==> config.mk <==
export PLATFORM = sky130hd
export DESIGN_NAME = isp1362_bus_arbiter
export DESIGN_NICKNAME = d
export VERILOG_FILES = /design/src/rtl/isp1362_bus_pkg.sv /design/src/rtl/isp1362_rr_arb.sv /design/src/rtl/isp1362_bus_arbiter.sv
export SDC_FILE = /design/constraint.sdc
export NUM_CORES = 1
export LEC_CHECK = 0
export CORE_MARGIN = 2
export CORE_UTILIZATION = 44
export CTS_CLUSTER_SIZE = 8
export DETAILED_ROUTE_END_ITERATION = 12
export PLACE_DENSITY_LB_ADDON = 0.3
export REMOVE_ABC_BUFFERS = 1
export SLEW_MARGIN = 20
export SYNTH_ARGS = -nofsm -noshare
export SYNTH_HDL_FRONTEND = slang
export SYNTH_HIERARCHICAL = 1
export SYNTH_SLANG_ARGS = --single-unit
==> constraint.sdc <==
create_clock -name CLOCK_50 -period 2.72 [get_ports CLOCK_50]
set_input_delay 0.68 -clock CLOCK_50 [delete_from_list [all_inputs] [get_ports CLOCK_50]]
set_output_delay 0.68 -clock CLOCK_50 [all_outputs]
set_load 0.01 [all_outputs]
==> src/rtl/isp1362_bus_pkg.sv <==
// Shared types and constants for the ISP1362 parallel-bus arbiter.
// Counter width, default bus timing, A1 channel encodings and FSM states.
package isp1362_bus_pkg;

    localparam int CNT_W = 8;

    localparam int DEF_SETUP_CYC   = 1;
    localparam int DEF_STROBE_CYC  = 4;
    localparam int DEF_HOLD_CYC    = 1;
    localparam int DEF_RECOVER_CYC = 6;

    // A1 selects the controller half of the chip
    localparam logic A1_HC = 1'b0;
    localparam logic A1_DC = 1'b1;

    typedef enum logic [2:0] {
        ST_IDLE,
        ST_SETUP,
        ST_STROBE,
        ST_HOLD,
        ST_RECOVER
    } state_e;

    typedef struct packed {
        logic ch;
        logic write;
    } cmd_t;

    function automatic logic [CNT_W-1:0] cnt_load(input int cyc);
        return CNT_W'(cyc - 1);
    endfunction

endpackage

==> src/rtl/isp1362_rr_arb.sv <==
// Two-way round-robin arbiter: on contention the channel that did not win
// last time is granted. Grants are only issued while enabled.
module isp1362_rr_arb (
    input  logic en,
    input  logic v0,
    input  logic v1,
    input  logic last_grant,
    output logic grant0,
    output logic grant1
);

    assign grant0 = en && v0 && (!v1 || last_grant);
    assign grant1 = en && v1 && (!v0 || !last_grant);

endmodule

==> src/rtl/isp1362_bus_arbiter.sv <==
// Shares the ISP1362 16-bit bus between the HC (ch0) and DC (ch1) requesters,
// turning each accepted command into one timed CS/RD/WR bus cycle.
module isp1362_bus_arbiter
    import isp1362_bus_pkg::*;
#(
    parameter int SETUP_CYC   = DEF_SETUP_CYC,
    parameter int STROBE_CYC  = DEF_STROBE_CYC,
    parameter int HOLD_CYC    = DEF_HOLD_CYC,
    parameter int RECOVER_CYC = DEF_RECOVER_CYC
) (
    input  logic        CLOCK_50,
    input  logic        rst_n,
    input  logic        c0_valid,
    input  logic        c1_valid,
    input  logic        c0_write,
    input  logic        c1_write,
    input  logic        c0_a0,
    input  logic        c1_a0,
    input  logic [15:0] c0_wdata,
    input  logic [15:0] c1_wdata,
    output logic        c0_ready,
    output logic        c1_ready,
    output logic        c0_rsp_valid,
    output logic        c1_rsp_valid,
    output logic [15:0] c0_rdata,
    output logic [15:0] c1_rdata,
    output logic [1:0]  otg_addr,
    output logic        otg_cs_n,
    output logic        otg_rd_n,
    output logic        otg_wr_n,
    output logic [15:0] otg_dout,
    output logic        otg_doe,
    input  logic [15:0] otg_din
);

    state_e           state_q, state_d;
    logic [CNT_W-1:0] cnt_q, cnt_d;
    cmd_t             cmd_q, cmd_d;
    logic             last_grant_q, last_grant_d;
    logic             cs_n_q, cs_n_d, rd_n_q, rd_n_d, wr_n_q, wr_n_d;
    logic [1:0]       addr_q, addr_d;
    logic [15:0]      dout_q, dout_d;
    logic             doe_q, doe_d;
    logic             rsp0_q, rsp0_d, rsp1_q, rsp1_d;
    logic [15:0]      rdata0_q, rdata0_d, rdata1_q, rdata1_d;
    logic             grant0, grant1;
    logic             cnt_zero;
    logic             acc_write, acc_a0;
    logic [15:0]      acc_wdata;

    isp1362_rr_arb u_arb (
        .en         (state_q == ST_IDLE),
        .v0         (c0_valid),
        .v1         (c1_valid),
        .last_grant (last_grant_q),
        .grant0     (grant0),
        .grant1     (grant1)
    );

    assign c0_ready  = grant0;
    assign c1_ready  = grant1;
    assign cnt_zero  = (cnt_q == '0);
    assign acc_write = grant1 ? c1_write : c0_write;
    assign acc_a0    = grant1 ? c1_a0    : c0_a0;
    assign acc_wdata = grant1 ? c1_wdata : c0_wdata;

    // Next-state and next-output are computed together so every pin is a flop.
    always_comb begin
        state_d      = state_q;
        cnt_d        = (state_q == ST_IDLE) ? cnt_q : cnt_q - CNT_W'(1);
        cmd_d        = cmd_q;
        last_grant_d = last_grant_q;
        cs_n_d       = cs_n_q;
        rd_n_d       = rd_n_q;
        wr_n_d       = wr_n_q;
        addr_d       = addr_q;
        dout_d       = dout_q;
        doe_d        = doe_q;
        rsp0_d       = 1'b0;
        rsp1_d       = 1'b0;
        rdata0_d     = rdata0_q;
        rdata1_d     = rdata1_q;
        case (state_q)
            ST_IDLE: begin
                if (grant0 || grant1) begin
                    cmd_d.ch     = grant1 ? A1_DC : A1_HC;
                    cmd_d.write  = acc_write;
                    last_grant_d = grant1;
                    state_d      = ST_SETUP;
                    cnt_d        = cnt_load(SETUP_CYC);
                    cs_n_d       = 1'b0;
                    addr_d       = {cmd_d.ch, acc_a0};
                    if (acc_write) begin
                        doe_d  = 1'b1;
                        dout_d = acc_wdata;
                    end
                end
            end
            ST_SETUP: begin
                if (cnt_zero) begin
                    state_d = ST_STROBE;
                    cnt_d   = cnt_load(STROBE_CYC);
                    rd_n_d  = cmd_q.write;
                    wr_n_d  = !cmd_q.write;
                end
            end
            ST_STROBE: begin
                if (cnt_zero) begin
                    state_d = ST_HOLD;
                    cnt_d   = cnt_load(HOLD_CYC);
                    rd_n_d  = 1'b1;
                    wr_n_d  = 1'b1;
                    rsp0_d  = !cmd_q.ch;
                    rsp1_d  = cmd_q.ch;
                    if (!cmd_q.write) begin
                        if (cmd_q.ch) rdata1_d = otg_din;
                        else          rdata0_d = otg_din;
                    end
                end
            end
            ST_HOLD: begin
                if (cnt_zero) begin
                    state_d = ST_RECOVER;
                    cnt_d   = cnt_load(RECOVER_CYC);
                    cs_n_d  = 1'b1;
                    doe_d   = 1'b0;
                end
            end
            ST_RECOVER: begin
                if (cnt_zero) state_d = ST_IDLE;
            end
            default: state_d = ST_IDLE;
        endcase
    end

    always_ff @(posedge CLOCK_50) begin
        if (!rst_n) begin
            state_q      <= ST_IDLE;
            cnt_q        <= '0;
            cmd_q        <= '0;
            last_grant_q <= 1'b1;
            cs_n_q       <= 1'b1;
            rd_n_q       <= 1'b1;
            wr_n_q       <= 1'b1;
            addr_q       <= '0;
            dout_q       <= '0;
            doe_q        <= 1'b0;
            rsp0_q       <= 1'b0;
            rsp1_q       <= 1'b0;
            rdata0_q     <= '0;
            rdata1_q     <= '0;
        end else begin
            state_q      <= state_d;
            cnt_q        <= cnt_d;
            cmd_q        <= cmd_d;
            last_grant_q <= last_grant_d;
            cs_n_q       <= cs_n_d;
            rd_n_q       <= rd_n_d;
            wr_n_q       <= wr_n_d;
            addr_q       <= addr_d;
            dout_q       <= dout_d;
            doe_q        <= doe_d;
            rsp0_q       <= rsp0_d;
            rsp1_q       <= rsp1_d;
            rdata0_q     <= rdata0_d;
            rdata1_q     <= rdata1_d;
        end
    end

    assign otg_cs_n     = cs_n_q;
    assign otg_rd_n     = rd_n_q;
    assign otg_wr_n     = wr_n_q;
    assign otg_addr     = addr_q;
    assign otg_dout     = dout_q;
    assign otg_doe      = doe_q;
    assign c0_rsp_valid = rsp0_q;
    assign c1_rsp_valid = rsp1_q;
    assign c0_rdata     = rdata0_q;
    assign c1_rdata     = rdata1_q;

endmodule

==> results of run 1 <==
==> cell type report <==
| class | instances | area share [%] |
|---|---|---|
| Tap cell | 80 | 2.272 |
| Multi-Input combinational cell | 248 | 33.14 |
| Clock inverter | 7 | 1.676 |
| Inverter | 7 | 0.5964 |
| Timing Repair Buffer | 126 | 28.12 |
| Clock buffer | 9 | 2.812 |
| Sequential cell | 69 | 31.38 |
==> stage by stage <==
step	total power, mW	utilization, %	TNS (ns)	hold slack, ns
floorplan	2.422	-	-32.84	0.4586
global placement	3.188	62.92	0	0.4418
detailed placement	3.229	62.92	0	0.4513
CTS	4.077	65.88	0	0.4648
global route	4.357	65.94	0	0.4787
finish	4.053	65.94	0	0.4623
==> worst max-delay path, delay by kind of cell (launching register included) <==
kind	cells	cell delay [ns]
buffers and inverters	2	0.66
AND/OR/NAND/NOR	2	0.48
flip-flops	1	0.33
AO/OA/AOI/OAI	1	0.14
==> state kept, by name, summed over array words and instances, names as in the netlist, 2 cells and up <==
| name | count |
|---|---|
| c0_rdata | 16 |
| c1_rdata | 16 |
| otg_dout | 16 |
| cnt_q | 8 |
| state_q | 3 |
| otg_addr | 2 |
==> routing by layer <==
metal  share of wire, %  vias to the layer above  global-route usage (%)
li1                   -                     1463                       -
met1                 42                     1333                   23.85
met2                 49                       77                   34.13
met3                7.1                       11                   9.333
met4                1.6                        0                   6.392
met5                  0                        -                       0
==> worst paths after layout <==
check,start,end,slack [ns],cells past startpoint
worst max register to register,state_q[2]$_SDFFE_PN0P_,otg_dout[2]$_SDFFE_PN0P_,0.48,10
worst min register to register,c0_rdata[14]$_SDFFE_PN0P_,c0_rdata[14]$_SDFFE_PN0P_,0.46,2
worst min-delay path,c0_rdata[14]$_SDFFE_PN0P_,c0_rdata[14]$_SDFFE_PN0P_,0.46,2
worst max-delay path,state_q[2]$_SDFFE_PN0P_,c1_ready,0.09,5
==> report_power, final <==
part	internal, mW	leakage [nW]	switching [mW]
clock	0.428	0.100	0.404
sequential	1.23	0.561	0.157
combinational	0.854	1.17	0.979
total	2.51	1.83	1.54
==> Yosys cell counts, drive strengths merged (2+ instances only) <==
| master | n | share of area (%) |
|---|---|---|
| o211a | 17 | 5.7 |
| or3 | 4 | 0.84 |
| mux2i | 18 | 6.0 |
| and3 | 2 | 0.42 |
| nor4 | 4 | 0.84 |
| nor2b | 3 | 0.63 |
| a21boi | 3 | 0.75 |
| dfxtp | 69 | 46 |
| nand3 | 42 | 7.0 |
| o311a | 2 | 1.0 |
| nand2 | 65 | 8.2 |
| ha | 2 | 0.84 |
| xor2 | 2 | 0.59 |
| o2bb2ai | 2 | 0.59 |
| nand4 | 3 | 0.63 |
| o211ai | 2 | 0.50 |
| inv | 6 | 0.75 |
| a21oi | 8 | 1.5 |
| o21ai | 36 | 6.0 |
| nor2 | 10 | 1.3 |
| a21o | 3 | 0.75 |
| clkbuf | 17 | 2.2 |
| nor3 | 8 | 1.3 |
| buf | 12 | 2.0 |
==> kinds of logic after synthesis <==
group                      after synthesis  share of synthesized area [%]
AOI/OAI and AO/OA                       78                          18.21
buffers and inverters                   36                          5.065
muxes                                   18                          6.028
xor gates and xnor gates                 3                         0.8792
DFF                                     69                          46.21
and+or+nand+nor                        147                          22.77
adders and majority gates                2                         0.8370
==> flow_summary_export.csv, run 1 <==
group,metric,value,unit
setup_path,required,2.04,ns
routing,drc_errors,0,
placement,dp_hpwl,5.228,mm
setup_path,cp-start-kind,"flop",
routing,vias,2884,
power,p_per_area,919.9,nW/um^2
routing,drtIter0Drc,126,
logic_synthesis,synth_edf_count,0,
placement,dp_cells,530,
clock_network,root_buffer,"clkbuf_8",
layout,final_common_cell,"clkdlybuf4s50_1",
logic_synthesis,ys_seq_area_share,46.21,%
floorplanning,coreArea,6681,um^2
setup_path,crit_arrival,1.95,ns
layout,drive_gt1_share,7.296,%
logic_synthesis,synth_cell_types,43,
placement,port_buffers,113,
routing,drtAntennaViolNets,0,
timing,finClkSkew,0.007223,ns
setup_path,worstSetupPathType,"reg2out",
routing,vias_per_cell,5.282,
timing,setup_ws,0.08744,ns
power,power.leakage,1.829,nW
placement,dp_slack,0.09173,ns
logic_synthesis,synthesis.area_per_instance,8.468,um^2
routing,wl_per_cell,13.27,um
timing,min_period,2.633,ns
logic_synthesis,ys_warn_count,6,
floorplanning,fp.dieW,86.42,um
setup_path,crit_chain,"or3_1, clkinv_1, nand2_1, a21oi_2, clkdlybuf4s50_1",
timing,rsz0062_at_grt,"false",
clock_network,cts_hold_buf,0,
clock_network,clock_sinks,69,
floorplanning,die_h,86.42,um
global_route,grtUsageTotal,20.60,%
setup_path,crit_slowest_cell,"clkdlybuf4s50_1",
clock_network,clockBufferDepth,2,
logic_synthesis,netlist_area,2989,um^2
min_path,min_path_type,"reg2reg",
clock_network,cts_buffers,9,
global_route,grt_overflow,0,
floorplanning,num_rows,30,
layout,final_area,4405,um^2
layout,fin_nets,519,
placement,dpl_cell_area,4204,um^2
layout,synthToLayoutAreaGrowth,47.38,%
clock_network,clkSlewWorstSetupHoldPaths,0.08,ns
timing,finalHoldViolCount,0,
floorplanning,die-area,7468,um^2
timing,finalCritPeriodShare,96.79,%
timing,tightest_slew,0.6546,ns
floorplanning,initial_core_util,44.74,%
clock_network,cts_tree,"done",
timing,setup_viol,0,
timing,relSlewSlack,56.36,%
floorplanning,io_pins,114,
global_route,grt_pass1_vias,2686,
layout,multiInputGateArea,1460,um^2
placement,gp_routability_congestion,0.8720,
power,ir_worst_vdd,408.0,uV
setup_path,crit_path_end_kind,"primary output",
layout,final_cell_mix,"111 x clkdlybuf4s50_1, 68 x dfxtp_1, 65 x nand2_1, 42 x nand3_1, 36 x o21ai_0",
flow_run,drv_cap,0,
clock_network,htree_num_levels,3,
logic_synthesis,ys_ff_latch,69,
clock_network,clock_latency,0.35,ns
logic_synthesis,synth_flop_cell,"dfxtp_1",
setup_path,max_stage_delay,0.56,ns
global_route,antenna_found_initial,0,
timing,drv_slew,0,
timing,fmax,379.9,MHz
clock_network,postCtsSetupRepairBufs,0,
layout,insertedDiodeCount,0,
layout,regArea,1383,um^2
layout,finalNonFillerCells,546,
routing,routed_wl,7.247,mm
layout,fillCellCount,570,
status,status,"completed",
routing,drt_pre_antenna_iters,5,
setup_path,cp_max_fo,3,
global_route,grt_pass1_wl,12.23,mm
logic_synthesis,syn_inst,353,
global_route,grt_max_degree,73,
clock_network,cts-resized-gates,0,
logic_synthesis,async_reset_ff_share,0,%
No activity file was read; power rests on OpenSTA's default activity.
==> run 2, diff against run 1 <==
--- a/config.mk
+++ b/config.mk
@@ -5,6 +5,7 @@
 export SDC_FILE = /design/constraint.sdc
 export NUM_CORES = 1
 export LEC_CHECK = 0
+export CAP_MARGIN = 40
 export CORE_MARGIN = 2
 export CORE_UTILIZATION = 44
 export CTS_CLUSTER_SIZE = 8
==> results of run 2 <==
Same layout as run 1: the final DEF is identical, and so are final timing and power.
==> run 3, diff against run 2 <==
--- a/config.mk
+++ b/config.mk
@@ -5,6 +5,7 @@
 export SDC_FILE = /design/constraint.sdc
 export NUM_CORES = 1
 export LEC_CHECK = 0
+export ABC_AREA = 1
 export CAP_MARGIN = 40
 export CORE_MARGIN = 2
 export CORE_UTILIZATION = 44
==> run 3 against run 2 <==
Net effect: cell area grew 0.34%; utilization shrank 0.51 points; die area grew 2.1%; global-route usage grew 1.9 points; largest cell class unchanged.
==> flow_summary_export.csv, run 3 <==
group,metric,value,unit
floorplanning,io_pins,114,
power,ir_worst_vdd,430.6,uV
status,status,"completed",
clock_network,cts_tree,"done",
global_route,grtUsageTotal,22.52,%
min_path,min_path_type,"reg2reg",
floorplanning,die-area,7624,um^2
placement,dp_slack,-0.1663,ns
layout,final_cell_mix,"112 x clkdlybuf4s50_1, 109 x nand2_1, 69 x dfxtp_1, 44 x a21oi_1, 22 x inv_1",
clock_network,cts_buffers,9,
logic_synthesis,ys_seq_area_share,45.23,%
logic_synthesis,netlist_top_cells_area,"dfxtp_1 45%, nand2_1 13%, a21oi_1 7.4%, a21oi_2 5.7%, mux2i_1 5.6%",
timing,setup_viol,0,
routing,drt_pre_antenna_iters,4,
timing,finalHoldViolCount,0,
clock_network,clockBufferDepth,2,
logic_synthesis,synth_cell_types,31,
clock_network,clock_latency,0.35,ns
layout,fillCellCount,570,
placement,gp_routability_congestion,0.7742,
power,p_clk_share,21.0,%
clock_network,root_buffer,"clkbuf_8",
global_route,grt_pass1_wl,13.42,mm
routing,wl_per_cell,13.74,um
clock_network,htree_num_levels,3,
logic_synthesis,yosysTopAreaCellShare,45.23,%
layout,fin_nets,557,
power,p_per_area,908.1,nW/um^2
global_route,grt_overflow,0,
floorplanning,fp.dieW,87.32,um
floorplanning,die_h,87.32,um
logic_synthesis,ys_warn_count,6,
logic_synthesis,async_reset_ff_share,0,%
layout,insertedDiodeCount,0,
logic_synthesis,synth.most_common_cell,"nand2_1",
logic_synthesis,ys_ff_latch,69,
timing,drv_slew,0,
timing,finClkSkew,0.009660,ns
floorplanning,num_rows,30,
setup_path,crit_chain,"clkdlybuf4s50_1, nand2_1, a21oi_2, clkdlybuf4s50_1",
floorplanning,coreArea,6756,um^2
layout,final_common_cell,"clkdlybuf4s50_1",
timing,setup_ws,0.06757,ns
timing,rsz0062_at_grt,"false",
setup_path,crit_path_end_kind,"primary output",
layout,drive_gt1_share,12.70,%
global_route,grt_pass1_vias,2941,
setup_path,required,2.04,ns
placement,port_buffers,113,
setup_path,crit_arrival,1.97,ns
logic_synthesis,netlist_area,3054,um^2
power,power.leakage,1.691,nW
layout,multiInputGateArea,1440,um^2
global_route,grt_max_degree,44,
clock_network,cts_hold_buf,0,
logic_synthesis,synth_flop_cell,"dfxtp_1",
logic_synthesis,ys_top_cells_by_count,"109 x nand2_1, 69 x dfxtp_1, 45 x a21oi_1",
power,power.internal,2.433,mW
routing,drtIter0Drc,130,
routing,drc_errors,0,
power,seqPwrFrac,34.4,%
layout,final_area,4420,um^2
layout,regArea,1381,um^2
power,p_sw_share,39.40,%
logic_synthesis,synth_area_leader_cell,"dfxtp_1",
floorplanning,initial_core_util,45.20,%
power,switching_power,1.582,mW
routing,vias,2955,
power,combPwrFrac,44.6,%
placement,dpl_cell_area,4208,um^2
placement,dp_hpwl,5.716,mm
routing,drtAntennaViolNets,0,
routing,routed_wl,8.025,mm
timing,fmax,377.0,MHz
logic_synthesis,syn_inst,388,
timing,min_period,2.652,ns
timing,finalCritPeriodShare,97.52,%
setup_path,cp-start-kind,"primary input",
global_route,antenna_found_initial,0,
routing,vias_per_cell,5.060,
timing,holdWs,0.4682,ns
logic_synthesis,synthesis.area_per_instance,7.872,um^2
flow_run,drv_cap,0,
setup_path,cp_common_cell,"clkdlybuf4s50_1",
setup_path,crit_slowest_cell,"clkdlybuf4s50_1",
setup_path,worstSetupPathType,"in2out",
clock_network,clkSlewWorstSetupHoldPaths,0.08,ns
setup_path,cp_max_fo,2,
logic_synthesis,synth_edf_count,0,
clock_network,clock_sinks,69,
timing,tightest_slew,0.5836,ns
setup_path,max_stage_delay,0.58,ns
timing,relSlewSlack,61.10,%
layout,synthToLayoutAreaGrowth,44.74,%
## run 3: cell types whose count changed after synthesis, moves of 9 or more
cell | previous run | this run
a21oi_1 | 7 | 45
a21oi_2 | 1 | 20
clkbuf_1 | 16 | 6
inv_1 | 6 | 22
inv_2 | 0 | 9
nand2_1 | 65 | 109
nand3_1 | 42 | 12
o211a_1 | 17 | 0
o21ai_0 | 36 | 12
o21ai_1 | 0 | 16
## run 3: power by group through the flow
stage          clock, mW  sequential (mW)  combinational, mW
6_report           0.843             1.38               1.79
5_1_grt            0.896             1.41               1.99
4_1_cts            0.862             1.38               1.79
3_5_place_dp           0             1.40               1.77
3_3_place_gp           0             1.39               1.72
2_1_floorplan          0             1.45               1.03
## run 3: cell families after synthesis
group	count (synthesis)	synth area share, %
buffers and inverters	52	7.824
xor gates and xnor gates	1	0.2868
adders and majority gates	2	0.8192
AOI/OAI and AO/OA	96	18.44
and+or+nand+nor	151	21.83
DFF	69	45.23
muxes	17	5.571
## run 3: worst paths after layout
check | from | endpoint | slack, ns | cells past startpoint
worst min-delay path | c1_rdata[8]$_SDFFE_PN0P_ | c1_rdata[8]$_SDFFE_PN0P_ | 0.47 | 2
worst max-delay path | c1_valid | c1_ready | 0.07 | 4
worst min register to register | c1_rdata[8]$_SDFFE_PN0P_ | c1_rdata[8]$_SDFFE_PN0P_ | 0.47 | 2
worst max register to register | state_q[0]$_SDFFE_PN0P_ | otg_dout[0]$_SDFFE_PN0P_ | 0.31 | 12
## run 3: per-layer routing
metal | GRT usage [%] | vias to the layer above | part of all wire, %
li1 | - | 1501 | -
met1 | 25.68 | 1352 | 41
met2 | 38.22 | 85 | 50
met3 | 7.204 | 17 | 6.9
met4 | 10.21 | 0 | 2.4
met5 | 0 | - | 0
## run 3: worst max-delay path, delay by kind of cell
kind / cells / cell delay [ns]
AO/OA/AOI/OAI: 1 / 0.14
buffers and inverters: 2 / 1.07
AND/OR/NAND/NOR: 1 / 0.08
## run 3: timing repair
item                                    in CTS  in global routing
pin swaps                                    1                  0
buffers inserted                             1                  0
endpoints found under the setup margin       2                 10
gates resized for setup                      0                  3
## run 3: cell type report
class,instances,share of cell area (%)
Tap cell,80,2.264
Clock inverter,7,1.698
Clock buffer,9,2.802
Sequential cell,69,31.25
Inverter,35,3.085
Timing Repair Buffer,117,26.32
Multi-Input combinational cell,267,32.58
## run 3: metrics by stage
| step | cells | utilization [%] | power (mW) | setup TNS [ns] |
|---|---|---|---|---|
| 2_1_floorplan | 371 | - | 2.483 | -14.92 |
| 3_3_place_gp | 567 | 62.28 | 3.105 | -0.005653 |
| 3_5_place_dp | 567 | 62.28 | 3.166 | -2.244 |
| 4_1_cts | 584 | 65.33 | 4.032 | 0 |
| 5_1_grt | 584 | 65.43 | 4.294 | 0 |
| 6_report | 584 | 65.43 | 4.014 | 0 |
